### src/rtl/pipa_pulse_source.sv
// PIPA pulse source: three independent axes (X, Y, Z), each holding a signed
// pending pulse count that is drained one pulse per AGC sample strobe.
// Pulses are PULSE_W clocks wide, plus or minus by the sign of the count.
module pipa_pulse_source #(
    parameter int PULSE_W = 4,
    parameter int CNT_W   = 9
) (
    input  logic       CLOCK,
    input  logic       rst,
    input  logic       PIPSAM_,
    input  logic       LOAD,
    input  logic [1:0] AXIS,
    input  logic [7:0] DELTA,
    output logic       LOAD_ACK,
    output logic       PIPAXp,
    output logic       PIPAXm,
    output logic       PIPAYp,
    output logic       PIPAYm,
    output logic       PIPAZp,
    output logic       PIPAZm,
    output logic       BUSY,
    output logic       SATF,
    output logic       OVRN
);
    // Wide enough that pending +/-1 + DELTA never wraps before clipping.
    localparam int SW = CNT_W + 10;
    localparam logic signed [SW-1:0] MAXV = SW'((64'sd1 <<< (CNT_W - 1)) - 64'sd1);
    localparam logic signed [SW-1:0] MINV = ~MAXV;

    typedef enum logic {IDLE = 1'b0, PULSE = 1'b1} state_t;

    logic sync1_reg, sync2_reg, prev_reg, smp_reg;
    logic valid1_reg, valid2_reg;
    logic ack_reg, busy_reg, satf_reg, ovrn_reg;

    logic [2:0] pulse_p, pulse_m, clip_evt, ovr_evt, active;

    logic signed [7:0]    delta_s;
    logic signed [SW-1:0] delta_ext;
    assign delta_s   = DELTA;
    assign delta_ext = SW'(delta_s);

    // Strobe synchroniser and falling-edge detector. prev_reg only records a
    // high once the synchroniser holds a genuinely sampled value, so a strobe
    // already low at reset release cannot produce a spurious SMP.
    always_ff @(posedge CLOCK or posedge rst) begin
        if (rst) begin
            sync1_reg  <= 1'b1;
            sync2_reg  <= 1'b1;
            valid1_reg <= 1'b0;
            valid2_reg <= 1'b0;
            prev_reg   <= 1'b0;
            smp_reg    <= 1'b0;
        end else begin
            sync1_reg  <= PIPSAM_;
            sync2_reg  <= sync1_reg;
            valid1_reg <= 1'b1;
            valid2_reg <= valid1_reg;
            prev_reg   <= sync2_reg & valid2_reg;
            smp_reg    <= prev_reg & ~sync2_reg;
        end
    end

    generate
        for (genvar gi = 0; gi < 3; gi++) begin : g_axis
            state_t                state_reg, state_next;
            logic [3:0]            wcnt_reg, wcnt_next;
            logic                  dir_reg, dir_next;
            logic signed [CNT_W-1:0] pend_reg, pend_next;
            logic signed [SW-1:0]  step, sum;
            logic                  hit, clip;

            assign hit = LOAD && (AXIS == 2'(gi));

            // Next-state: start a pulse on SMP from IDLE, time its width, and
            // fold the pulse step and any LOAD into one saturating update.
            always_comb begin
                state_next = state_reg;
                wcnt_next  = wcnt_reg;
                dir_next   = dir_reg;
                step       = '0;
                clip       = 1'b0;
                case (state_reg)
                    IDLE: begin
                        if (smp_reg && (pend_reg != '0)) begin
                            state_next = PULSE;
                            wcnt_next  = 4'(PULSE_W - 1);
                            dir_next   = pend_reg[CNT_W-1];
                            step       = pend_reg[CNT_W-1] ? SW'(1) : '1;
                        end
                    end
                    PULSE: begin
                        if (wcnt_reg == 4'd0) begin
                            state_next = IDLE;
                        end else begin
                            wcnt_next = wcnt_reg - 4'd1;
                        end
                    end
                    default: state_next = IDLE;
                endcase
                sum = SW'(pend_reg) + step + (hit ? delta_ext : '0);
                if (sum > MAXV) begin
                    pend_next = CNT_W'(MAXV);
                    clip      = 1'b1;
                end else if (sum < MINV) begin
                    pend_next = CNT_W'(MINV);
                    clip      = 1'b1;
                end else begin
                    pend_next = CNT_W'(sum);
                end
            end

            // Axis state register; reset kills any pulse in flight at once.
            always_ff @(posedge CLOCK or posedge rst) begin
                if (rst) begin
                    state_reg <= IDLE;
                    wcnt_reg  <= 4'd0;
                    dir_reg   <= 1'b0;
                    pend_reg  <= '0;
                end else begin
                    state_reg <= state_next;
                    wcnt_reg  <= wcnt_next;
                    dir_reg   <= dir_next;
                    pend_reg  <= pend_next;
                end
            end

            assign pulse_p[gi]  = (state_reg == PULSE) && !dir_reg;
            assign pulse_m[gi]  = (state_reg == PULSE) && dir_reg;
            assign clip_evt[gi] = clip;
            assign ovr_evt[gi]  = smp_reg && (state_reg == PULSE);
            assign active[gi]   = (pend_reg != '0) || (state_reg == PULSE);
        end
    endgenerate

    // Acknowledge, busy summary and the two sticky fault flags.
    always_ff @(posedge CLOCK or posedge rst) begin
        if (rst) begin
            ack_reg  <= 1'b0;
            busy_reg <= 1'b0;
            satf_reg <= 1'b0;
            ovrn_reg <= 1'b0;
        end else begin
            ack_reg  <= LOAD && (AXIS != 2'd3);
            busy_reg <= |active;
            satf_reg <= satf_reg | (LOAD && (AXIS == 2'd3)) | (|clip_evt);
            ovrn_reg <= ovrn_reg | (|ovr_evt);
        end
    end

    assign LOAD_ACK = ack_reg;
    assign BUSY     = busy_reg;
    assign SATF     = satf_reg;
    assign OVRN     = ovrn_reg;
    assign PIPAXp   = pulse_p[0];
    assign PIPAXm   = pulse_m[0];
    assign PIPAYp   = pulse_p[1];
    assign PIPAYm   = pulse_m[1];
    assign PIPAZp   = pulse_p[2];
    assign PIPAZm   = pulse_m[2];
endmodule

### config.mk
export PLATFORM = sky130hd
export DESIGN_NAME = pipa_pulse_source
export DESIGN_NICKNAME = d
export VERILOG_FILES = /design/src/rtl/pipa_pulse_source.sv
export SDC_FILE = /design/constraint.sdc
export NUM_CORES = 1
export LEC_CHECK = 0
export ABC_AREA = 1
export CAP_MARGIN = 0
export CORE_MARGIN = 5
export CORE_UTILIZATION = 55
export CTS_BUF_LIST = sky130_fd_sc_hd__clkbuf_2
export DETAILED_ROUTE_END_ITERATION = 6
export GPL_TIMING_DRIVEN = 0
export PLACE_DENSITY = 0.85
export SLEW_MARGIN = 20
export SYNTH_ARGS = -nofsm -noshare
export SYNTH_HDL_FRONTEND = slang
export SYNTH_SLANG_ARGS = --single-unit
### constraint.sdc
create_clock -name CLOCK -period 4.6 [get_ports CLOCK]
set_input_delay 1.15 -clock CLOCK [delete_from_list [all_inputs] [get_ports CLOCK]]
set_output_delay 1.15 -clock CLOCK [all_outputs]
set_load 0.01 [all_outputs]
**After elaboration in Yosys (flattened, before gate mapping)**

Cells that the tools add are included.

- Add/subtract/negate cells: 9
- $lt $le $gt $ge: 6
- Eq/ne operators: 10
- Multiplexer cells: 42
- Bitwise logic cells: 9
- Reductions and logical operators: 39

Operators by type and width:

| operator | number |
|---|---|
| $mux 19 | 12 |
| $add 19x19->19 | 6 |
| $gt 19x9->1 const B | 3 |
| $lt 19x9->1 const B | 3 |
| $mux 9 | 6 |
| $reduce_bool 9->1 | 3 |
| $mux 4 | 6 |
| $pmux 4 s2 | 3 |
| $logic_and 1x1->1 | 17 |
| $ne 2x2->1 const B | 7 |
| $logic_not 4->1 | 3 |
| $mux 1 | 12 |
| $reduce_and 2->1 | 6 |
| $sub 4x1->4 const B | 3 |
| $reduce_or 3->1 | 3 |
| $pmux 1 s2 | 3 |
| $eq 2x2->1 const B | 2 |
| $not 1->1 | 4 |
| $logic_not 1->1 | 3 |
| $logic_or 1x1->1 | 3 |
| $or 1x1->1 | 3 |
| $and 1x1->1 | 2 |
| $eq 2x1->1 const B | 1 |
| $logic_not 2->1 | 1 |

- Flip-flop bits (word level): 55
- Bits of input ports: 14
- Output and inout port bits: 10
- Logic and storage cells: 137

**Logic depth before layout (Yosys ltp)**

Gate-level depths: netlist (run 1).

- Depth in word-level cells: 11
- Depth in mapped cells: 27
- Mapped depth without buffers: 27

**Worst setup path after synthesis (run 1)**

OpenSTA, ideal clock, no wires.

- Kind: input-to-reg
- From: input port LOAD
- To: register satf_reg, in the netlist SATF
- Library setup time: 0.119 ns
- Arrival time: 4.178 ns
- Required time: 4.481 ns
- Setup slack: 0.304 ns
- Stages on the path: 22
- Buffers on the path: 0
- Path through: inv_1 -> nor3_1 -> nand2_1 -> fa_1 -> inv_1 -> ha_1 -> inv_1 -> fa_1 -> inv_1 -> nand3_1 -> nand2_1 -> a21oi_1 -> nor2_1 -> nor2_1 -> fa_1 -> nand2_1 -> nor2_1 -> nand2_1 -> o21ai_2 -> nand2_2 -> nor2_1 -> nand2_1

- Word-level cells in the longest chain between the ends: 8
- Elaborated cells on any way between the ends: 25
- Classes of those cells: add/sub: 3; order compare: 6; mux: 9; bitwise: 2; reduce/logical: 5

RTL lines:

| element | line | RTL |
|---|---|---|
| start: declaration | 11 | `input logic LOAD,` |
| $logic_and 1x1->1 | 73 | `assign hit = LOAD && (AXIS == 2'(gi));` |
| $mux 19 | 101 | `sum = SW'(pend_reg) + step + (hit ? delta_ext : '0);` |
| $add 19x19->19 | 101 |  |
| $lt 19x9->1 | 105 | `end else if (sum < MINV) begin` |
| $mux 1 | 105 |  |
| $mux 1 | 102 | `if (sum > MAXV) begin` |
| $reduce_or 3->1 | 146 | `satf_reg <= satf_reg \| (LOAD && (AXIS == 2'd3)) \| (\|clip_evt);` |
| $or 1x1->1 * | 146 |  |
| end signal: assignment | 146 |  |
| end: declaration | 34 | `logic ack_reg, busy_reg, satf_reg, ovrn_reg;` |

Every way passes the cells marked *; elsewhere a longest branch is shown, timed or not.
A chain may end at the register's enable or synchronous reset.

**Final worst setup path (run 1)**

- From: register g_axis[2].pend_reg[3]
- To: register satf_reg, in the netlist SATF

- Word-level cells in the longest chain between the ends: 11
- Elaborated cells on any way between the ends: 12
- Classes of those cells: add/sub: 2; order compare: 2; mux: 4; bitwise: 1; reduce/logical: 3

RTL lines:

| element | line | RTL |
|---|---|---|
| start: declaration | 69 | `logic signed [CNT_W-1:0] pend_reg, pend_next;` |
| start signal: assignment | 124 | `pend_reg <= pend_next;` |
| $reduce_bool 9->1 | 85 | `if (smp_reg && (pend_reg != '0)) begin` |
| $logic_and 1x1->1 | 85 |  |
| $mux 19 | 85 |  |
| $mux 19 | 83 | `case (state_reg)` |
| $add 19x19->19 * (2 in a row) | 101 |  |
| $lt 19x9->1 | 105 |  |
| $mux 1 | 105 |  |
| $mux 1 * | 102 |  |
| $reduce_or 3->1 * | 146 |  |
| $or 1x1->1 * | 146 |  |

Marks and branches as above.

==> results of run 1 <==
[cell usage in the layout, fill, tap and decap left out, types with 4 or more instances in the layout]
| cell | count |
|---|---|
| dfrtp_1 | 53 |
| nor3_1 | 5 |
| clkbuf_2 | 5 |
| o21ai_0 | 20 |
| nand2_1 | 122 |
| clkdlybuf4s50_1 | 20 |
| buf_4 | 6 |
| a31oi_1 | 4 |
| nand4_1 | 4 |
| nor2_1 | 69 |
| nand2_2 | 13 |
| a21oi_1 | 20 |
| a31o_2 | 8 |
| inv_1 | 111 |
| xor2_1 | 25 |
| ha_1 | 46 |
| nand3_2 | 4 |
| fa_1 | 16 |
| nand3_1 | 20 |
| a21o_1 | 7 |
| xnor2_1 | 5 |
[cell usage after synthesis (3+ instances only)]
| master | count |
|---|---|
| xnor2_1 | 5 |
| xor2_1 | 25 |
| nor3_1 | 7 |
| a21o_1 | 7 |
| nand2_1 | 125 |
| a31oi_1 | 4 |
| o21ai_0 | 20 |
| a21oi_1 | 21 |
| ha_1 | 46 |
| inv_1 | 113 |
| dfrtp_1 | 53 |
| a31o_2 | 8 |
| fa_1 | 17 |
| nand3_2 | 4 |
| nor4_1 | 3 |
| nor2_1 | 71 |
| nand4_1 | 4 |
| nand3_1 | 20 |
| nand2_2 | 10 |
[power by group through the flow]
stage | registers [mW] | logic, mW | clock network (mW)
final | 0.858 | 1.99 | 0.213
after global routing | 0.886 | 2.27 | 0.241
after CTS | 0.850 | 1.97 | 0.218
after detailed placement | 0.859 | 1.91 | 0
after global placement | 0.852 | 1.79 | 0
after floorplan | 0.821 | 1.49 | 0
[area by class of cell]
| class | count | area share (%) |
|---|---|---|
| tap | 105 | 2.59 |
| clock buffer | 5 | 0.493 |
| sequential | 55 | 27.2 |
| inverter | 114 | 8.48 |
| multi-input combinational | 418 | 54.9 |
| clock inverter | 3 | 0.542 |
| buffer | 3 | 0.247 |
| timing repair buffer | 29 | 5.57 |
[worst min-delay path by stage]
stage | startpoint | endpoint | slack, ns | cells after the start
after floorplan | valid1_reg | valid2_reg | 0.33 | 0
after global placement | valid1_reg | valid2_reg | 0.33 | 0
after detailed placement | valid1_reg | valid2_reg | 0.34 | 0
after CTS | sync1_reg | sync2_reg | 0.38 | 0
after global routing | sync1_reg | sync2_reg | 0.38 | 0
final | sync1_reg | sync2_reg | 0.38 | 0
[what timing repair did]
item	in CTS	in global routing
gates resized for setup	8	9
pin swaps	1	2
buffers inserted	0	6
cloned	1	0
endpoints found under the setup margin	9	16
[per-layer routing]
metal  wire length (um)  share of wire (%)  GRT usage (%)  vias up
met5                  0                  0              0        -
met4                133                1.4           4.97        0
met3                538                5.5           3.39       15
met2               5030                 51           37.8       98
met1               4140                 42           25.0     1825
li1                   -                  -              -     1924
[critical path: stages, from the launching register on]
cell     delay, ns
dfrtp_1       0.46
nor2_1        0.06
nand2_1       0.07
nor3_1        0.05
nand2_1       0.10
nand3_1       0.19
nor2_4        0.27
inv_1         0.12
fa_1          0.46
inv_1         0.07
ha_1          0.18
inv_1         0.07
fa_2          0.35
inv_1         0.06
nand3_1       0.07
nand2_2       0.12
a21oi_2       0.08
nor2_1        0.09
nor2_1        0.07
fa_1          0.51
nand2_1       0.06
nor2_1        0.14
nand2_2       0.12
o21ai_4       0.25
nand2_2       0.07
nor2_1        0.11
nand2_1       0.06
[cell families after synthesis]
logic type                 share of synthesized area (%)
AOI/OAI and AO/OA                                   10.2
DFF                                                 30.3
other                                             0.0825
xor gates and xnor gates                            5.78
adders and majority gates                           20.2
and+or+nand+nor                                     23.7
buffers and inverters                               9.69
==> reports/summary.md, run 1 <==
• finished clean — outcome
• 1.49 mW — Pint
• 703 — Nets
• 0 — Yosys warnings
• 226 — Iteration-0 DRC Markers
• 7.71 um^2 — synthesized area divided by synthesized cell count
• 9.89% — proportion of layout cells with a drive suffix above 1
• 0 — antenna diode instance count
• 1.57 mW — switching component of the power
• 0.0208 ns — clock tree skew after final layout
• done — CTS tree
• dfrtp_1 — Top FF cell, synth
• dfrtp_1 — cell type contributing the most total cell area after synthesis
• flip-flop to flip-flop — Min-Delay Path Class
• clkbuf_2 — cell at the root of the clock tree
• 0.380 ns — worst hold margin
• 0.32 ns — clock-pin slew of the registers on the worst-case setup and hold paths
• 54.6% — worst rel slew slack
• 28.0% — relative contribution of sequential cells to total power
• 100% — proportion of synthesized flip-flops having asynchronous set or reset
• dfrtp_1 29%, ha_1 13%, nand2_1 10% — top area cells in the synthesized netlist
• 9840 um — WL final
• 24 — ports placed on the boundary
• 55.9% — Starting Density
• 94.1% — Tcrit/Tclk final
• 589 — Mapped Cells
• 10200 um^2 — die area
• 17100 um — global-route wire length before repair
• -0.782 ns — pre-CTS worst setup slack
• 4.99 ns — required time reported for the critical path endpoint
• 13.4 um — average wire per standard cell
• 0 — Max-cap violations
• 732 — non-filler cells, final
• 8130 um^2 — floorplan core area
• 0 — Finish-stage setup viols
• 4.72 ns — data arrival time of the critical path
• 666 — Post-Syn Nets
• SATF — capture point of the critical path
• 5 — first drt pass iteration count
• 0.231 GHz — highest clock frequency the design can meet
• 0.46 ns — source-to-sink clock delay at the later pin of the worst-skew pair
• 23 — number of port buffers
• g_axis[2].pend_reg[3] — startpoint of the lowest-slack register-to-register path
• 55 — flop and latch count out of synthesis
• 5 — Num CTS Buffers
• SATF — R2R Path End
• 55 — clock sinks
• 0.000361 V — largest vdd supply drop
• 7.0% — clock power share
• 0 — Overflow after GRT
• 2790 um^2 — area taken by multi-input logic gates
• 101 um — Horiz. Die Dim
• 1380 um^2 — register cell area after layout
• 4910 um^2 — instance area at placement
• 603 nW/um^2 — Cell Pwr Density
• 4.33 ns — clock period minus final worst setup slack
• 0 — Post-DRT Antenna Nets
• flip-flop — startpoint types
• 0 ns — setup tns final
• 11.7% — area delta synth->final
• 30.3% — portion of the post-synthesis area used by sequential elements
• 0.916 — GP Congestion
• flip-flop to flip-flop — Worst Setup Path Type
• 5070 um^2 — area of all placed cells without fillers
• 51.2% — switching power share of the total
• 8 — peak fanout along the critical path
• 3885 — number of global-route vias before repair
• yes — unrepaired setup endpoints after global routing
• 20.6% — overall track demand over capacity in global routing
• 29.2% — area share of the largest cell type after synthesis
• 2 — Max clock buf depth
• 3862 — via count
• 101 um — Die Span Y
• 0 — number of hold violations in the final report
• 0.271 ns — Worst Slack Setup Final
• 717 — cell count after placement
• flip-flop — type of destination of the critical path
• 33 — Row Count
• 7870 um — HPWL after detailed placement
• 0 — DRC violation count after routing
• 0 — initial antenna violation count
• 0 — EDFF count, synth
• 26 — Reg2Reg Depth
• 65.0% — combinational power share
• 4540 um^2 — synthesized area
• 5.28 — vias per cell
• 2 — number of H-tree branching levels
• 694 — total of fill cells in the finished design
• 0 — CTS Hold Buffers Added
• 2.76 nW — P_leak
• 62.4% — core occupancy in the finished layout
• 27 — max reg flops
• 3.06 mW — final total power
• 0.681 ns — pin slew with the least headroom to its limit
• 0.27 ns — register-to-register path setup slack
• 0 — max-slew violation total from the final report
• 38 — number of distinct library cell variants in the gate-level netlist after synthesis
• g_axis[2].pend_reg[3] — launch point of the critical path
• 56 — pin count of the biggest net entering global routing
(Power assumes the default switching activity.)
==> run 2, diff against run 1 <==
==> constraint.sdc (replaced) <==
create_clock -name CLOCK -period 4.6 [get_ports CLOCK]
set_input_delay 1.38 -clock CLOCK [delete_from_list [all_inputs] [get_ports CLOCK]]
set_output_delay 1.38 -clock CLOCK [all_outputs]
set_load 0.01 [all_outputs]
==> run 2 against run 1 <==
Critical path type is now input port to flip-flop. Power rose by 0.22%. Combinational power barely moved. Cell count rose by 0.14%. Cell area fell by 0.22%. Sequential share of layout area rose by 0.060 points. Worst hold slack barely moved. Wire length fell by 0.59%. Clock-buffer cell count did not move. First-iteration DRC count fell by 4.0%. Clock skew rose by 0.0048 ns.
==> reports/summary.md, run 2 (synthesized netlist as in run 1, its figures left out) <==
• 0.380 ns — worst hold margin, -0.000159 ns
• 0 — Max-cap violations, unchanged
• 3897 — number of global-route vias before repair, +0.31%
• 65.1% — combinational power share, about the same
• 7.0% — clock power share, about the same
• 101 um — Horiz. Die Dim, unchanged
• 55.0% — worst rel slew slack, +0.42 points
• 8130 um^2 — floorplan core area, unchanged
• 56 — pin count of the biggest net entering global routing, unchanged
• 704 — Nets, +0.14%
• fa_1 — Critical-path top delay cell
• 217 — Iteration-0 DRC Markers, -4.0%
• 606 nW/um^2 — Cell Pwr Density, +0.45%
• 20.7% — overall track demand over capacity in global routing, +0.085 points
• flip-flop to flip-flop — Min-Delay Path Class
• 0.155 ns — Worst Slack Setup Final, -0.115 ns
• 0.225 GHz — highest clock frequency the design can meet, -2.6%
• 3837 — via count, -0.65%
• 0.000361 V — largest vdd supply drop, -0.12%
• finished clean — outcome
• 3.07 mW — final total power, +0.22%
• 4.84 ns — data arrival time of the critical path, +0.12 ns
• 13.3 um — average wire per standard cell, -0.72%
• 0 — number of hold violations in the final report, unchanged
• 5.23 — vias per cell, -0.78%
• 0 — max-slew violation total from the final report, unchanged
• clkbuf_2 — cell at the root of the clock tree
• 0 — Overflow after GRT, unchanged
• flip-flop — type of destination of the critical path
• input port to flip-flop — Worst Setup Path Type
• 10200 um^2 — die area, unchanged
• 0.675 ns — pin slew with the least headroom to its limit, -0.00633 ns
• 101 um — Die Span Y, unchanged
• 17200 um — global-route wire length before repair, +0.53%
• 0 — cell depth of the worst hold path, unchanged
• 0 — CTS Hold Buffers Added, unchanged
• 0.916 — GP Congestion, unchanged
• 27 — max reg flops, unchanged
• 0.51 ns — slowest stage delay, CP, about the same
• 0.47 ns — source-to-sink clock delay at the later pin of the worst-skew pair, about the same
• 1.57 mW — switching component of the power, about the same
• 5060 um^2 — area of all placed cells without fillers, -0.22%
• nand2_1 — most common cell after layout, fill and taps aside
• 0 — initial antenna violation count, unchanged
• 0 — Post-DRT Antenna Nets, unchanged
• 33 — Row Count, unchanged
• 701 — total of fill cells in the finished design, +1.0%
• 28.0% — relative contribution of sequential cells to total power, about the same
• 2 — Max clock buf depth, unchanged
• 0.0256 ns — clock tree skew after final layout, +0.00481 ns
• 4.44 ns — clock period minus final worst setup slack, +0.115 ns
• 2790 um^2 — area taken by multi-input logic gates, +0.13%
• 0 — Finish-stage setup viols, unchanged
• yes — unrepaired setup endpoints after global routing
• 24 — ports placed on the boundary, unchanged
• -1.01 ns — pre-CTS worst setup slack, -0.230 ns
• done — CTS tree
• 0 ns — setup tns final, unchanged
• 7870 um — HPWL after detailed placement, unchanged
• 0 — antenna diode instance count, unchanged
• 4.99 ns — required time reported for the critical path endpoint, about the same
• 23 — number of port buffers, unchanged
• 122 x nand2_1, 111 x inv_1, 68 x nor2_1 — most frequent cells in the layout
• 2 — number of H-tree branching levels, unchanged
• 5 — Num CTS Buffers, unchanged
• 1380 um^2 — register cell area after layout, unchanged
• 1.50 mW — Pint, +0.47%
• 5 — first drt pass iteration count, unchanged
• 96.6% — Tcrit/Tclk final, +2.5 points
• 10.8% — proportion of layout cells with a drive suffix above 1, +0.94 points
• 9780 um — WL final, -0.59%
• 0.32 ns — clock-pin slew of the registers on the worst-case setup and hold paths, about the same
• 2.74 nW — P_leak, -0.75%
• 5 — peak fanout along the critical path, -3
• 11.5% — area delta synth->final
• 55 — clock sinks, unchanged
• 26 — Reg2Reg Depth, unchanged
• 4910 um^2 — instance area at placement, unchanged
• input port — startpoint types
• 0 — DRC violation count after routing, unchanged
• 51.0% — switching power share of the total, -0.12 points
• 55.9% — Starting Density, unchanged
• clkdlybuf4s50_1, nand2_1, fa_1, inv_1, ha_1, inv_1, fa_2, inv_1, nand3_1, nand2_2, a21oi_2, nor2_1, nor2_1, fa_1, nand2_1, nor2_2, nand2_2, o21ai_4, nand2_2, nor2_1, nand2_1 — worst path cell trace
[run 2: cell count changes in the layout (fill, tap and decap cells not counted)]
cell	previous run	this run
buf_4	6	7
clkbuf_2	5	8
dlymetal6s2s_1	3	0
nor2_1	69	68
nor2_2	2	3
o21a_1	2	1
o21a_2	0	1
[run 2: per-stage QoR]
stage          utilization (%)  cells
5_1_grt                   62.3    733
4_1_cts                   61.5    726
2_1_floorplan                -    589
3_5_place_dp              60.3    717
6_report                  62.3    733
3_3_place_gp              60.3    717
[run 2: worst max-delay path, delay by kind of cell]
family,cells,cell delay [ns]
adders and majority gates,4,1.48
and+or+nand+nor,11,0.95
buffers and inverters,4,0.70
AOI/OAI and AO/OA,2,0.33
[run 2: path summary, 6_finish.rpt]
kind                                        from                     to  slack (ns)
max in group asynchronous                    rst  g_axis[1].pend_reg[8]        2.83
min in group asynchronous                    rst               prev_reg        1.32
hold / removal                         sync1_reg              sync2_reg        0.38
setup / recovery                        DELTA[1]                   SATF        0.16
setup reg to reg           g_axis[2].pend_reg[3]                   SATF        0.33
hold reg to reg                        sync1_reg              sync2_reg        0.38
[run 2: layer usage]
layer / wire, um / up-vias / GRT usage, %
met5: 0 / - / 0
met4: 89 / 0 / 4.77
met3: 359 / 8 / 3.11
met2: 5070 / 66 / 38.2
met1: 4270 / 1837 / 25.2
li1: - / 1926 / -
[run 2: timing repair]
| item | 4_1_cts | 5_1_grt |
|---|---|---|
| endpoints found under the setup margin | 9 | 14 |
| pin swaps | 2 | 4 |
| cloned | 1 | 0 |
| gates resized for setup | 14 | 11 |
| setup buffers | 0 | 7 |
[run 2: final cells by class]
cell class / instances / area share (%)
timing repair buffer: 30 / 5.29
clock inverter: 3 / 0.544
multi-input combinational: 418 / 55.1
buffer: 3 / 0.247
inverter: 114 / 8.50
sequential: 55 / 27.2
clock buffer: 5 / 0.494
tap: 105 / 2.59
[run 2: power by group through the flow]
| stage | sequential [mW] | combinational, mW | clock (mW) |
|---|---|---|---|
| after detailed placement | 0.859 | 1.91 | 0 |
| after floorplan | 0.821 | 1.49 | 0 |
| after global placement | 0.852 | 1.79 | 0 |
| after global routing | 0.887 | 2.28 | 0.241 |
| after CTS | 0.849 | 1.97 | 0.218 |
| final | 0.858 | 2.00 | 0.214 |
==> run 3, diff against run 2 <==
Settings changed: ABC_CLOCK_PERIOD_IN_PS set to 4600.
==> results of run 3 <==
The final DEF is identical to that of run 2; final timing and power are the same.
